### src/rtl/serial_subtractor.sv
// rtl/serial_subtractor.sv - bit-serial unsigned subtractor, one bit per clock, LSB first
module serial_subtractor #(
  parameter int WIDTH = 8
) (
  input  logic             clk,
  input  logic             rst_n,
  input  logic             start,
  input  logic [WIDTH-1:0] a,
  input  logic [WIDTH-1:0] b,
  output logic             busy,
  output logic             done,
  output logic [WIDTH-1:0] diff,
  output logic             borrow_out
);

  // One extra counter bit so the post-increment value WIDTH never wraps.
  localparam int CW = $clog2(WIDTH) + 1;

  typedef enum logic [1:0] {
    S_IDLE = 2'd0,
    S_RUN  = 2'd1,
    S_DONE = 2'd2
  } state_t;

  state_t           state_q, state_d;
  logic [WIDTH-1:0] a_q, a_d;
  logic [WIDTH-1:0] b_q, b_d;
  logic [WIDTH-1:0] res_q, res_d;
  logic [WIDTH-1:0] diff_q, diff_d;
  logic             br_q, br_d;
  logic             borrow_q, borrow_d;
  logic [CW-1:0]    cnt_q, cnt_d;

  logic             bit_diff;
  logic             br_next;
  logic             last_bit;

  assign bit_diff = a_q[0] ^ b_q[0] ^ br_q;
  assign br_next  = (~a_q[0] & b_q[0]) | (~(a_q[0] ^ b_q[0]) & br_q);
  assign last_bit = (cnt_q == CW'(WIDTH - 1));

  always_ff @(posedge clk or negedge rst_n) begin
    if (!rst_n) begin
      state_q <= S_IDLE;
    end else begin
      state_q <= state_d;
    end
  end

  always_comb begin
    state_d = state_q;
    case (state_q)
      S_IDLE:  if (start) state_d = S_RUN;
      S_RUN:   if (last_bit) state_d = S_DONE;
      S_DONE:  state_d = S_IDLE;
      default: state_d = S_IDLE;
    endcase
  end

  always_comb begin
    busy = (state_q != S_IDLE);
    done = (state_q == S_DONE);
  end

  // Result bits enter from the MSB side so the word is aligned after WIDTH shifts.
  always_comb begin
    a_d      = a_q;
    b_d      = b_q;
    res_d    = res_q;
    br_d     = br_q;
    cnt_d    = cnt_q;
    diff_d   = diff_q;
    borrow_d = borrow_q;
    case (state_q)
      S_IDLE: begin
        if (start) begin
          a_d   = a;
          b_d   = b;
          res_d = '0;
          br_d  = 1'b0;
          cnt_d = '0;
        end
      end
      S_RUN: begin
        res_d = {bit_diff, res_q[WIDTH-1:1]};
        a_d   = a_q >> 1;
        b_d   = b_q >> 1;
        br_d  = br_next;
        cnt_d = cnt_q + CW'(1);
        if (last_bit) begin
          diff_d   = {bit_diff, res_q[WIDTH-1:1]};
          borrow_d = br_next;
        end
      end
      default: begin
      end
    endcase
  end

  always_ff @(posedge clk or negedge rst_n) begin
    if (!rst_n) begin
      a_q      <= '0;
      b_q      <= '0;
      res_q    <= '0;
      br_q     <= 1'b0;
      cnt_q    <= '0;
      diff_q   <= '0;
      borrow_q <= 1'b0;
    end else begin
      a_q      <= a_d;
      b_q      <= b_d;
      res_q    <= res_d;
      br_q     <= br_d;
      cnt_q    <= cnt_d;
      diff_q   <= diff_d;
      borrow_q <= borrow_d;
    end
  end

  assign diff       = diff_q;
  assign borrow_out = borrow_q;

endmodule

### config.mk
export PLATFORM = sky130hd
export DESIGN_NAME = serial_subtractor
export DESIGN_NICKNAME = d
export VERILOG_FILES = /design/src/rtl/serial_subtractor.sv
export SDC_FILE = /design/constraint.sdc
export NUM_CORES = 1
export LEC_CHECK = 0
export CAP_MARGIN = 20
export CORE_MARGIN = 4
export CORE_UTILIZATION = 45
export CTS_CLUSTER_SIZE = 30
export DETAILED_ROUTE_END_ITERATION = 16
export HOLD_SLACK_MARGIN = 0.15
export PLACE_DENSITY = 0.7
export REMOVE_ABC_BUFFERS = 1
export SLEW_MARGIN = 20
export SYNTH_ARGS = -nofsm -noshare
export SYNTH_HDL_FRONTEND = slang
export SYNTH_SLANG_ARGS = --single-unit
### constraint.sdc
create_clock -name clk -period 2.9 [get_ports clk]
set_input_delay 0.725 -clock clk [delete_from_list [all_inputs] [get_ports clk]]
set_output_delay 0.725 -clock clk [all_outputs]
set_load 0.03 [all_outputs]
# After elaboration in Yosys (flattened, before gate mapping)
# Cells that the tools add are included.
[op_classes] addsub=1 n_mux=13 bitwise=7 n_reduce_logical=6 eq_ne=5
[op_table] operator="$pmux 8 s2" n=3
[op_table] operator="$mux 8" n=3
[op_table] operator="$pmux 4 s2" n=1
[op_table] operator="$reduce_and 2->1" n=3
[op_table] operator="$add 4x1->4 const B" n=1
[op_table] operator="$eq 4x3->1 const B" n=1
[op_table] operator="$mux 2" n=2
[op_table] operator="$mux 4" n=1
[op_table] operator="$ne 2x2->1 const B" n=2
[op_table] operator="$pmux 2 s2" n=1
[op_table] operator="$reduce_bool 2->1" n=2
[op_table] operator="$and 1x1->1" n=2
[op_table] operator="$eq 2x1->1 const B" n=1
[op_table] operator="$eq 2x2->1 const B" n=1
[op_table] operator="$logic_not 2->1" n=1
[op_table] operator="$not 1->1" n=2
[op_table] operator="$pmux 1 s2" n=1
[op_table] operator="$xor 1x1->1" n=2
[op_table] operator="$mux 1" n=1
[op_table] operator="$or 1x1->1" n=1
[word_totals] register_bits=40 input_bits=19

# Longest topological paths before layout
# Gate-level depths: netlist (run 1).
[logic_depth] depth_word=5 depth_mapped=5 mapped_depth_nobuf=4

# Least setup slack after synthesis (run 1)
# OpenSTA, ideal clock, no wires.
[synth_timing] path_kind="reg-to-output" start="reg state_q[0]" end="out done" arrival_time_ns=1.143 stages_incl_launch_ff=4 path_slack_ns=1.032 path_buffers=2 cell_sequence="dfrtp_1 > buf_4 > clkbuf_1 > nor2b_1"
[synth_via] elab_chain_len=1
[synth_rtl] item="start: declaration" line="25" rtl="state_t state_q, state_d;"
[synth_rtl] item="start signal: assignment" line="46" rtl="state_q <= state_d;"
[synth_rtl] item="$eq 2x2->1" line="62" rtl="done = (state_q == S_DONE);"
[synth_rtl] item="end: declaration" line="11" rtl="output logic done,"
# No other way between the ends.

# Worst setup path in the final report (run 1)
[layout_timing] start="reg state_q[0]" end="out busy"
[layout_via] elab_chain_len=1
[layout_rtl] item="$reduce_bool 2->1" line="61" rtl="busy = (state_q != S_IDLE);"
[layout_rtl] item="end: declaration" line="10" rtl="output logic busy,"
# No other way between the ends.

==> summary.txt, run 1 <==
Floorplan
  • # rows: 21
  • Die area: between 4000 and 5000 um^2
  • Number of I/O pins: 30
  • Core Box Area: 3440 um^2
  • Chip width: 68.6 um
  • Die H: 68.6 um
  • Initial Util: between 40 and 50%

Synth
  • Synth top cells by count: dfrtp_1 (39), nand2_1 (20), o21ai_0 (16)
  • Seq/Total Area, Yosys: between 50 and 60%
  • Syn Inst Count: roughly 140
  • Post-synth ARST share: 100%
  • Synth unique cells: 27
  • Mean cell area of the mapped netlist: 11.6 um^2
  • Post-synth EDFFs: 0
  • Dominant cell type by area after synthesis: dfrtp_1
  • Count leader, synth: dfrtp_1
  • Post-synthesis cell area: 1650 um^2
  • Synth top area share: 59.0%
  • FF+latch count, synth: 39
  • Top FF cell, synth: dfrtp_1
  • Area contributors post-synth: dfrtp_1 (59%), a22oi_1 (5.4%), mux2_2 (5.4%), o21ai_0 (4.8%), a22o_1 (4.8%)
  • YS warnings: 0

Finish
  • Area of the multi-input gates: 617 um^2
  • FILL cells: 307
  • Post-Layout Cell Count: 220
  • Synth-to-Final Area Change: 25.1%
  • Layout cells sized above 1: 13.8%
  • FF+latch area: 976 um^2
  • Layout Nets: a little under 200
  • N_diodes: 0

Drt
  • Drt drc: 0
  • Per-cell routed wire length: 14.5 um
  • Post-Route WL: 3200 um
  • Routed vias: 1200
  • Via-to-Cell Ratio: 5.45
  • Remaining antenna violation count: 0
  • 1st-pass router iterations: 4
  • DR iter-0 viols: 69

Clocking
  • CTS Sinks: 39
  • Setup Buffers After CTS: 0
  • Clock Pin Slew Worst Setup and Hold Paths: 80 ps
  • Number of buffers created by CTS: 5
  • Clk Latency, worst-skew pair: 290 ps
  • Clock Path Buffers: 2
  • CTS HTree Levels: 2
  • Hold buffers post-CTS: 0
  • TritonCTS clock tree: built
  • CTS root buf: clkbuf_8
  • # resized after CTS: 0

Timing
  • Max_slew headroom: 45.1%
  • Fmax: 430 MHz
  • Total negative setup slack: 0 ps
  • Clock skew after layout: 8.85 ps
  • Crit share post-route: 80.2%
  • Final min period: 2330 ps
  • Hold Violations, Final: 0
  • Unrepaired setup endpoints after global routing: false
  • Tightest Pin Transition: 823 ps
  • Fin. max-slew vios: 0
  • Setup Viol. Count Final: 0

Place
  • Port Buf Inserts: 29
  • RD Place Congestion: around 0.75
  • Placed Cells: 212

Worst setup path
  • Max FO, Critical Path: 3
  • Critical path class: register to output pin
  • Worst Path Buf+Inv: 1
  • Worst path required time: 2170 ps
  • R2R Path End: diff[0]
  • Biggest cell delay along the critical path: 600 ps
  • Crit-path cells: or2_2 -> clkdlybuf4s50_1
  • Startpoint type of the worst setup path: register
  • Slowest-stage cell, CP: clkdlybuf4s50_1
  • R2R depth: 4
  • Worst EP arrival: 1600 ps
  • Critical Path End Type: output pin
  • Worst setup startpoint: state_q[0]
  • Worst reg2reg startpoint: state_q[0]
  • CP delay by family, top: buffers and inverters
  • R2R Setup Slk: between 1000 and 1500 ps

Global routing
  • Initial antenna violation count: 0
  • Gr usage total: 16.2%
  • First-pass GRT wire length: ~5600 um
  • GR Overflow Total: 0
  • Largest net degree at the start of global routing: 40
  • Vias in the first global route: 1169

Power and ir drop
  • PwrDens: 979 nW/um^2
  • Maximum vdd drop: 0.317 mV
  • P_leak: roughly 0.91 nW

Hold path
  • WHS Endpoint: b_q[2]
  • Min-delay src: b_q[2]
  • Hold WC Path Type: register to register
  • Hold path depth: 2

Outcome
  • Outcome: completed

Flow run
  • Max Cap Viol: 0
[flip-flops by register name, summed over array words and instances (netlist names)]
signal      count
res_q           7
borrow_out      1
diff            8
cnt_q           4
a_q             8
b_q             8
br_q            1
state_q         2
[tightest hold or removal path: stages, from the launching register on]
cell and delay [ps]:
dfrtp_1 340, nand2_1 50, o21ai_0 60
[where the power goes]
part	switching, mW	leakage [nW]	internal, mW
clock	0.181	0.0412	0.168
sequential	0.141	0.503	0.752
combinational	0.411	0.365	0.374
total	0.733	0.909	1.29
[logic make-up after synthesis]
logic type / count (synthesis) / synth area share, %
buffers and inverters: 14 / 3.71
DFF: 39 / 59.0
and+or+nand+nor: 31 / 9.83
AOI/OAI and AO/OA: 46 / 18.8
muxes: 10 / 6.66
adders and majority gates: 2 / 1.97
[worst max path at each step]
| stage | end | cells after the start |
|---|---|---|
| 2_1_floorplan | done | 1 |
| 3_3_place_gp | res_q[2] | 4 |
| 3_5_place_dp | b_q[6] | 5 |
| 4_1_cts | busy | 2 |
| 5_1_grt | busy | 2 |
| 6_report | busy | 2 |
[layout by cell type (no fill, tap or decap), types with 2 or more instances in the layout]
cell / n
dfrtp_1: 39
a22o_1: 9
o22ai_1: 2
o21ai_0: 16
and3b_1: 2
nor2b_1: 3
clkdlybuf4s50_1: 28
clkbuf_8: 5
a21oi_1: 3
a22oi_1: 12
nand2_1: 20
inv_1: 5
mux2i_1: 2
buf_4: 4
mux2_2: 8
[cell type report]
cell class	instances	share of cell area, %
clock buffer	6	3.51
clock inverter	2	0.605
inverter	5	0.907
multi-input combinational	89	29.8
sequential	39	47.2
tap	46	2.78
timing repair buffer	33	15.2
[stage by stage]
stage          hold slack [ps]  cell area, um^2  util [%]  power (mW)  setup slack, ps
3_5_place_dp               470             1980      57.7        1.70              680
2_1_floorplan              429             1610         -        1.39             1060
6_report                   484             2070      60.1        2.03              575
5_1_grt                    512             2070      60.1        2.17              545
4_1_cts                    487             2070      60.1        2.05              571
3_3_place_gp               466             1980      57.7        1.66              736
[per-layer routing]
layer  share of wire, %  wire [um]  GRT usage, %  vias up
met5                  0          0             0        -
met4                1.7         53          6.70        0
met3                5.9        190          5.67        8
met2                 45       1450          23.5       35
met1                 47       1500          22.1      591
li1                   -          -             -      566
Note: power is estimated with default switching activity, not from simulation.
==> run 2: changes to the inputs <==
==> constraint.sdc (replaced) <==
create_clock -name clk -period 2.4 [get_ports clk]
set_input_delay 0.6 -clock clk [delete_from_list [all_inputs] [get_ports clk]]
set_output_delay 0.6 -clock clk [all_outputs]
set_load 0.03 [all_outputs]
==> run 2 against run 1 <==
  * Sequential share of layout area is 1.5 points lower
  * Setup slack worse by 380 ps
  * Global-route usage up 0.12 points
  * Register-to-register slack got worse by 460 ps
  * Cell count increased by 1.4%
  * Clock power increased by 82%
  * Routed wire length down 1.2%
  * Total power rose by 32%
  * Design area is 3.4% higher
  * Combinational power grew 24%
  * Critical endpoint unchanged
==> summary.txt, run 2 (same netlist as run 1, synthesis figures left out) <==
Finish
  • Layout Nets: 197 (+1.5%)
  • N_diodes: 0 (unchanged)
  • Post-Layout Cell Count: 223 (+1.4%)
  • Layout cells sized above 1: 15.3% (+1.5 points)
  • Final Instance Area: 2140 um^2 (+3.4%)
  • FILL cells: 299 (-2.6%)
  • Synth-to-Final Area Change: 29.3%
  • Commonest non-fill, non-tap cells in the layout: dfrtp_1 (39), clkdlybuf4s50_1 (28), nand2_1 (20), o21ai_0 (16), a22oi_1 (12)
  • Final core occ: 62.2% (+2.0 points)
  • Commonest non-fill, non-tap cell in the layout: dfrtp_1

Clocking
  • Clk Latency, worst-skew pair: 290 ps (about the same)
  • CTS root buf: clkbuf_8
  • CTS HTree Levels: 2 (unchanged)
  • Setup Buffers After CTS: 0 (unchanged)
  • Clock Path Buffers: 2 (unchanged)
  • Clock Pin Slew Worst Setup and Hold Paths: 80 ps (about the same)
  • CTS Sinks: 39 (unchanged)
  • TritonCTS clock tree: built
  • Hold buffers post-CTS: 0 (unchanged)
  • Number of buffers created by CTS: 5 (unchanged)
  • # resized after CTS: 0 (unchanged)

Worst setup path
  • Worst EP arrival: 1610 ps (about the same)
  • Crit-path cells: or2_2 -> clkdlybuf4s50_1
  • Critical Path End Type: output pin
  • Critical path class: register to output pin
  • Biggest cell delay along the critical path: 600 ps (about the same)
  • Slowest-stage cell, CP: clkdlybuf4s50_1
  • Worst Path Buf+Inv: 1 (unchanged)
  • Max FO, Critical Path: 3 (unchanged)
  • Startpoint type of the worst setup path: register
  • CP delay by family, top: buffers and inverters
  • Worst path required time: 1800 ps (-370 ps)

Timing
  • Setup Viol. Count Final: 0 (unchanged)
  • Hold Violations, Final: 0 (unchanged)
  • Final min period: around 2200 ps
  • Total negative setup slack: 0 ps (unchanged)
  • Fmax: 453 MHz
  • Tightest Pin Transition: 816 ps (-7.50 ps)
  • Crit share post-route: 91.9%
  • Unrepaired setup endpoints after global routing: false
  • Max_slew headroom: 45.6% (+0.50 points)
  • Fin. max-slew vios: 0 (unchanged)
  • Crit path setup slack, layout: 194 ps (-381 ps)
  • Clock skew after layout: 7.41 ps (-1.43 ps)
  • Worst-case hold slack: 401 ps (-82.8 ps)

Drt
  • Routed vias: 1182 (-1.5%)
  • DR iter-0 viols: 61 (-12%)
  • Post-Route WL: 3160 um (-1.2%)
  • 1st-pass router iterations: 4 (unchanged)
  • Drt drc: 0 (unchanged)
  • Per-cell routed wire length: 14.2 um (-2.5%)
  • Via-to-Cell Ratio: 5.30 (-2.8%)
  • Remaining antenna violation count: 0 (unchanged)

Place
  • Placement Cell Area: 2010 um^2 (+1.1%)
  • DP HPWL: 2250 um
  • RD Place Congestion: 0.768 (+2.4%)
  • Placed Cells: 215 (+1.4%)
  • Port Buf Inserts: 29 (unchanged)
  • DP Worst Slack: 408 ps (-272 ps)

Floorplan
  • # rows: 21 (unchanged)
  • Number of I/O pins: 30 (unchanged)
  • Die H: 68.6 um (unchanged)
  • Chip width: 68.6 um (unchanged)
  • Initial Util: 48.1% (unchanged)
  • Die area: 4710 um^2 (unchanged)
  • Core Box Area: 3440 um^2 (unchanged)

Global routing
  • Largest net degree at the start of global routing: 40 (unchanged)
  • Initial antenna violation count: 0 (unchanged)
  • Gr usage total: 16.3% (+0.12 points)
  • Vias in the first global route: 1179 (+0.86%)
  • First-pass GRT wire length: 5610 um (+0.86%)
  • GR Overflow Total: 0 (unchanged)

Power and ir drop
  • P_leak: 0.948 nW (+4.3%)
  • PwrDens: 1250 nW/um^2 (+28%)
  • Tot Pwr: 2.68 mW (+32%)
  • Maximum vdd drop: 0.555 mV (+75%)

Flow run
  • Max Cap Viol: 0 (unchanged)

Hold path
  • Hold WC Path Type: input port to async pin

Outcome
  • Outcome: completed
run 2: cell type report:
| type | count | area, um^2 | share of cell area (%) |
|---|---|---|---|
| Sequential cell | 39 | 976 | 45.6 |
| Multi-Input combinational cell | 89 | 617 | 28.8 |
| Timing Repair Buffer | 36 | 338 | 15.8 |
| Clock buffer | 6 | 72.6 | 3.39 |
| Clock inverter | 2 | 60.1 | 2.81 |
| Tap cell | 46 | 57.6 | 2.69 |
| Inverter | 5 | 18.8 | 0.877 |
run 2: power breakdown:
group	total, mW	internal [mW]	leakage (nW)	switching, mW
Sequential	1.07	0.908	0.503	0.165
Clock	0.635	0.415	0.0654	0.219
Combinational	0.969	0.473	0.380	0.496
run 2: final timing paths:
path                       endpoint  cells after the start        from  slack, ps
setup / recovery               busy                      2  state_q[1]        190
hold / removal              diff[6]                      1       rst_n        400
setup reg to reg            diff[7]                      4  state_q[1]        670
hold reg to reg              a_q[4]                      2      a_q[4]        490
max in group asynchronous    a_q[5]                      1       rst_n       1480
min in group clk             a_q[4]                      2      a_q[4]        490
run 2: routing by layer:
layer,wire (um),global-route usage (%),vias to the layer above
li1,-,-,569
met1,1430,21.1,577
met4,48,6.70,0
met5,0,0,-
met3,177,6.16,7
met2,1500,24.7,29
==> run 3: changes to the inputs <==
--- a/config.mk
+++ b/config.mk
@@ -7,11 +7,10 @@
 export LEC_CHECK = 0
 export CAP_MARGIN = 20
 export CORE_MARGIN = 4
-export CORE_UTILIZATION = 45
-export CTS_CLUSTER_SIZE = 30
+export CORE_UTILIZATION = 51
 export DETAILED_ROUTE_END_ITERATION = 16
 export HOLD_SLACK_MARGIN = 0.15
-export PLACE_DENSITY = 0.7
+export PLACE_DENSITY = 0.78
 export REMOVE_ABC_BUFFERS = 1
 export SLEW_MARGIN = 20
 export SYNTH_ARGS = -nofsm -noshare
==> run 3 against run 2 <==
  * Sequential share of layout area up 1.9 points
  * First-iteration DRC count down 33%
  * Maximum frequency down 1.6%
  * Hold slack worse by 56 ps
  * Critical path depth unchanged
  * Clock power down 51%
  * Sequential power about the same
  * Setup slack worse by 35 ps
  * Cell count down 1.3%
  * Register-to-register slack worse by 90 ps
  * Clock skew up 6.1 ps
  * Critical path type unchanged
  * Critical endpoint is now done
==> summary.txt, run 3 (same netlist as run 1, synthesis figures left out) <==
Floorplan
  • Die area: 4220 um^2 (-10%)
  • Chip width: 65.0 um (-5.4%)
  • Core Box Area: 3080 um^2 (-11%)
  • # rows: 20 (-4.8%)
  • Number of I/O pins: 30 (unchanged)
  • Initial Util: 53.7% (+5.7 points)
  • Die H: 65.0 um (-5.4%)

Worst setup path
  • Startpoint type of the worst setup path: register
  • Critical path class: register to output pin
  • Worst EP arrival: 1640 ps (+30 ps)
  • R2R depth: 4 (unchanged)
  • Critical Path End Type: output pin
  • Worst path required time: 1800 ps (about the same)
  • Worst setup startpoint: state_q[1]
  • R2R Path End: diff[1]
  • Worst reg2reg startpoint: state_q[1]
  • R2R Setup Slk: 580 ps (-90 ps)
  • Max FO, Critical Path: 12 (+9)

Place
  • RD Place Congestion: 0.782 (+1.8%)
  • DP HPWL: 2090 um (-7.4%)
  • Placement Cell Area: 2000 um^2 (-0.50%)
  • Port Buf Inserts: 29 (unchanged)

Global routing
  • Initial antenna violation count: 0 (unchanged)
  • GR Overflow Total: 0 (unchanged)
  • First-pass GRT wire length: 5240 um (-6.5%)
  • Largest net degree at the start of global routing: 40 (unchanged)
  • Vias in the first global route: 1193 (+1.2%)
  • Gr usage total: 16.2% (-0.18 points)

Finish
  • Final Instance Area: 2050 um^2 (-4.0%)
  • FF+latch area: 977 um^2 (+0.13%)
  • Commonest non-fill, non-tap cell in the layout: dfrtp_1
  • FILL cells: 256 (-14%)
  • Synth-to-Final Area Change: 24.2%
  • Layout Nets: 196 (-0.51%)
  • Commonest non-fill, non-tap cells in the layout: dfrtp_1 (38), clkdlybuf4s50_1 (27), nand2_1 (20), o21ai_0 (16), a22oi_1 (12)
  • Area of the multi-input gates: 617 um^2 (unchanged)
  • Layout cells sized above 1: 15.3% (+0.087 points)
  • N_diodes: 0 (unchanged)

Hold path
  • Hold WC Path Type: input port to async pin

Drt
  • Drt drc: 0 (unchanged)
  • Via-to-Cell Ratio: 5.31 (+0.25%)
  • Remaining antenna violation count: 0 (unchanged)
  • Post-Route WL: 2940 um (-7.0%)
  • Per-cell routed wire length: 13.4 um (-5.7%)
  • DR iter-0 viols: 41 (-33%)
  • Routed vias: 1169 (-1.1%)
  • 1st-pass router iterations: 4 (unchanged)

Power and ir drop
  • P_leak: 0.907 nW (-4.3%)
  • Tot Pwr: 2.34 mW (-13%)
  • PwrDens: 1140 nW/um^2 (-9.1%)
  • Maximum vdd drop: 0.498 mV (-10%)

Timing
  • Total negative setup slack: 0 ps (unchanged)
  • Unrepaired setup endpoints after global routing: false
  • Hold Violations, Final: 0 (unchanged)
  • Max_slew headroom: 45.1% (-0.55 points)
  • Tightest Pin Transition: 824 ps (+8.29 ps)
  • Clock skew after layout: 13.5 ps (+6.07 ps)
  • Crit share post-route: 93.4% (+1.5 points)
  • Fin. max-slew vios: 0 (unchanged)
  • Fmax: 446 MHz (-1.6%)
  • Setup Viol. Count Final: 0 (unchanged)
  • Final min period: 2240 ps (+34.9 ps)

Outcome
  • Outcome: completed

Clocking
  • Setup Buffers After CTS: 0 (unchanged)
  • Number of buffers created by CTS: 5 (unchanged)
  • Clk Latency, worst-skew pair: 330 ps (+40 ps)
  • CTS root buf: clkbuf_4
  • Clock Path Buffers: 2 (unchanged)
  • # resized after CTS: 0 (unchanged)
  • TritonCTS clock tree: built
  • Clock Pin Slew Worst Setup and Hold Paths: 120 ps (+40 ps)
  • CTS Sinks: 39 (unchanged)
  • Hold buffers post-CTS: 0 (unchanged)
  • CTS HTree Levels: 2 (unchanged)

Flow run
  • Max Cap Viol: 0 (unchanged)
[run 3: worst max-delay path by stage]
stage           end  slack [ps]  depth (start not counted)
2_1_floorplan  done         680                          1
3_3_place_gp   busy         410                          2
3_5_place_dp   busy         390                          2
4_1_cts        busy           5                          2
5_1_grt        done          60                          2
6_report       done         160                          2
[run 3: worst max-delay path, cell delays in order, from the launching register on]
cell             delay [ps]
dfrtp_2                 480
nor2b_1                 160
clkdlybuf4s50_1         680
[run 3: per-stage QoR]
step	worst slack (ps)	hold slack [ps]	cells	util [%]
6_report	159	345	220	66.7
5_1_grt	60.3	401	220	66.7
4_1_cts	5.17	363	220	66.6
3_5_place_dp	391	474	212	64.9
3_3_place_gp	409	464	212	64.9
2_1_floorplan	682	304	133	-
[run 3: area by class of cell]
| class | instances | area share [%] |
|---|---|---|
| clock buffer | 6 | 2.01 |
| tap | 44 | 2.68 |
| sequential | 39 | 47.6 |
| multi-input combinational | 89 | 30.0 |
| timing repair buffer | 35 | 16.2 |
| inverter | 5 | 0.914 |
| clock inverter | 2 | 0.609 |
[run 3: report_power, final]
part / total, mW / switching, mW / leakage (nW) / internal, mW
logic: 0.945 / 0.482 / 0.377 / 0.463
clock network: 0.314 / 0.201 / 0.0282 / 0.113
registers: 1.08 / 0.170 / 0.502 / 0.907
total: 2.34 / 0.853 / 0.907 / 1.48
[run 3: per-layer routing]
layer  GRT usage, %  vias to the layer above  part of all wire [%]
met5              0                        -                     0
met4           3.96                        0                  0.31
met3           5.37                        2                   4.9
met2           26.1                       31                    48
met1           21.0                      566                    47
li1               -                      570                     -
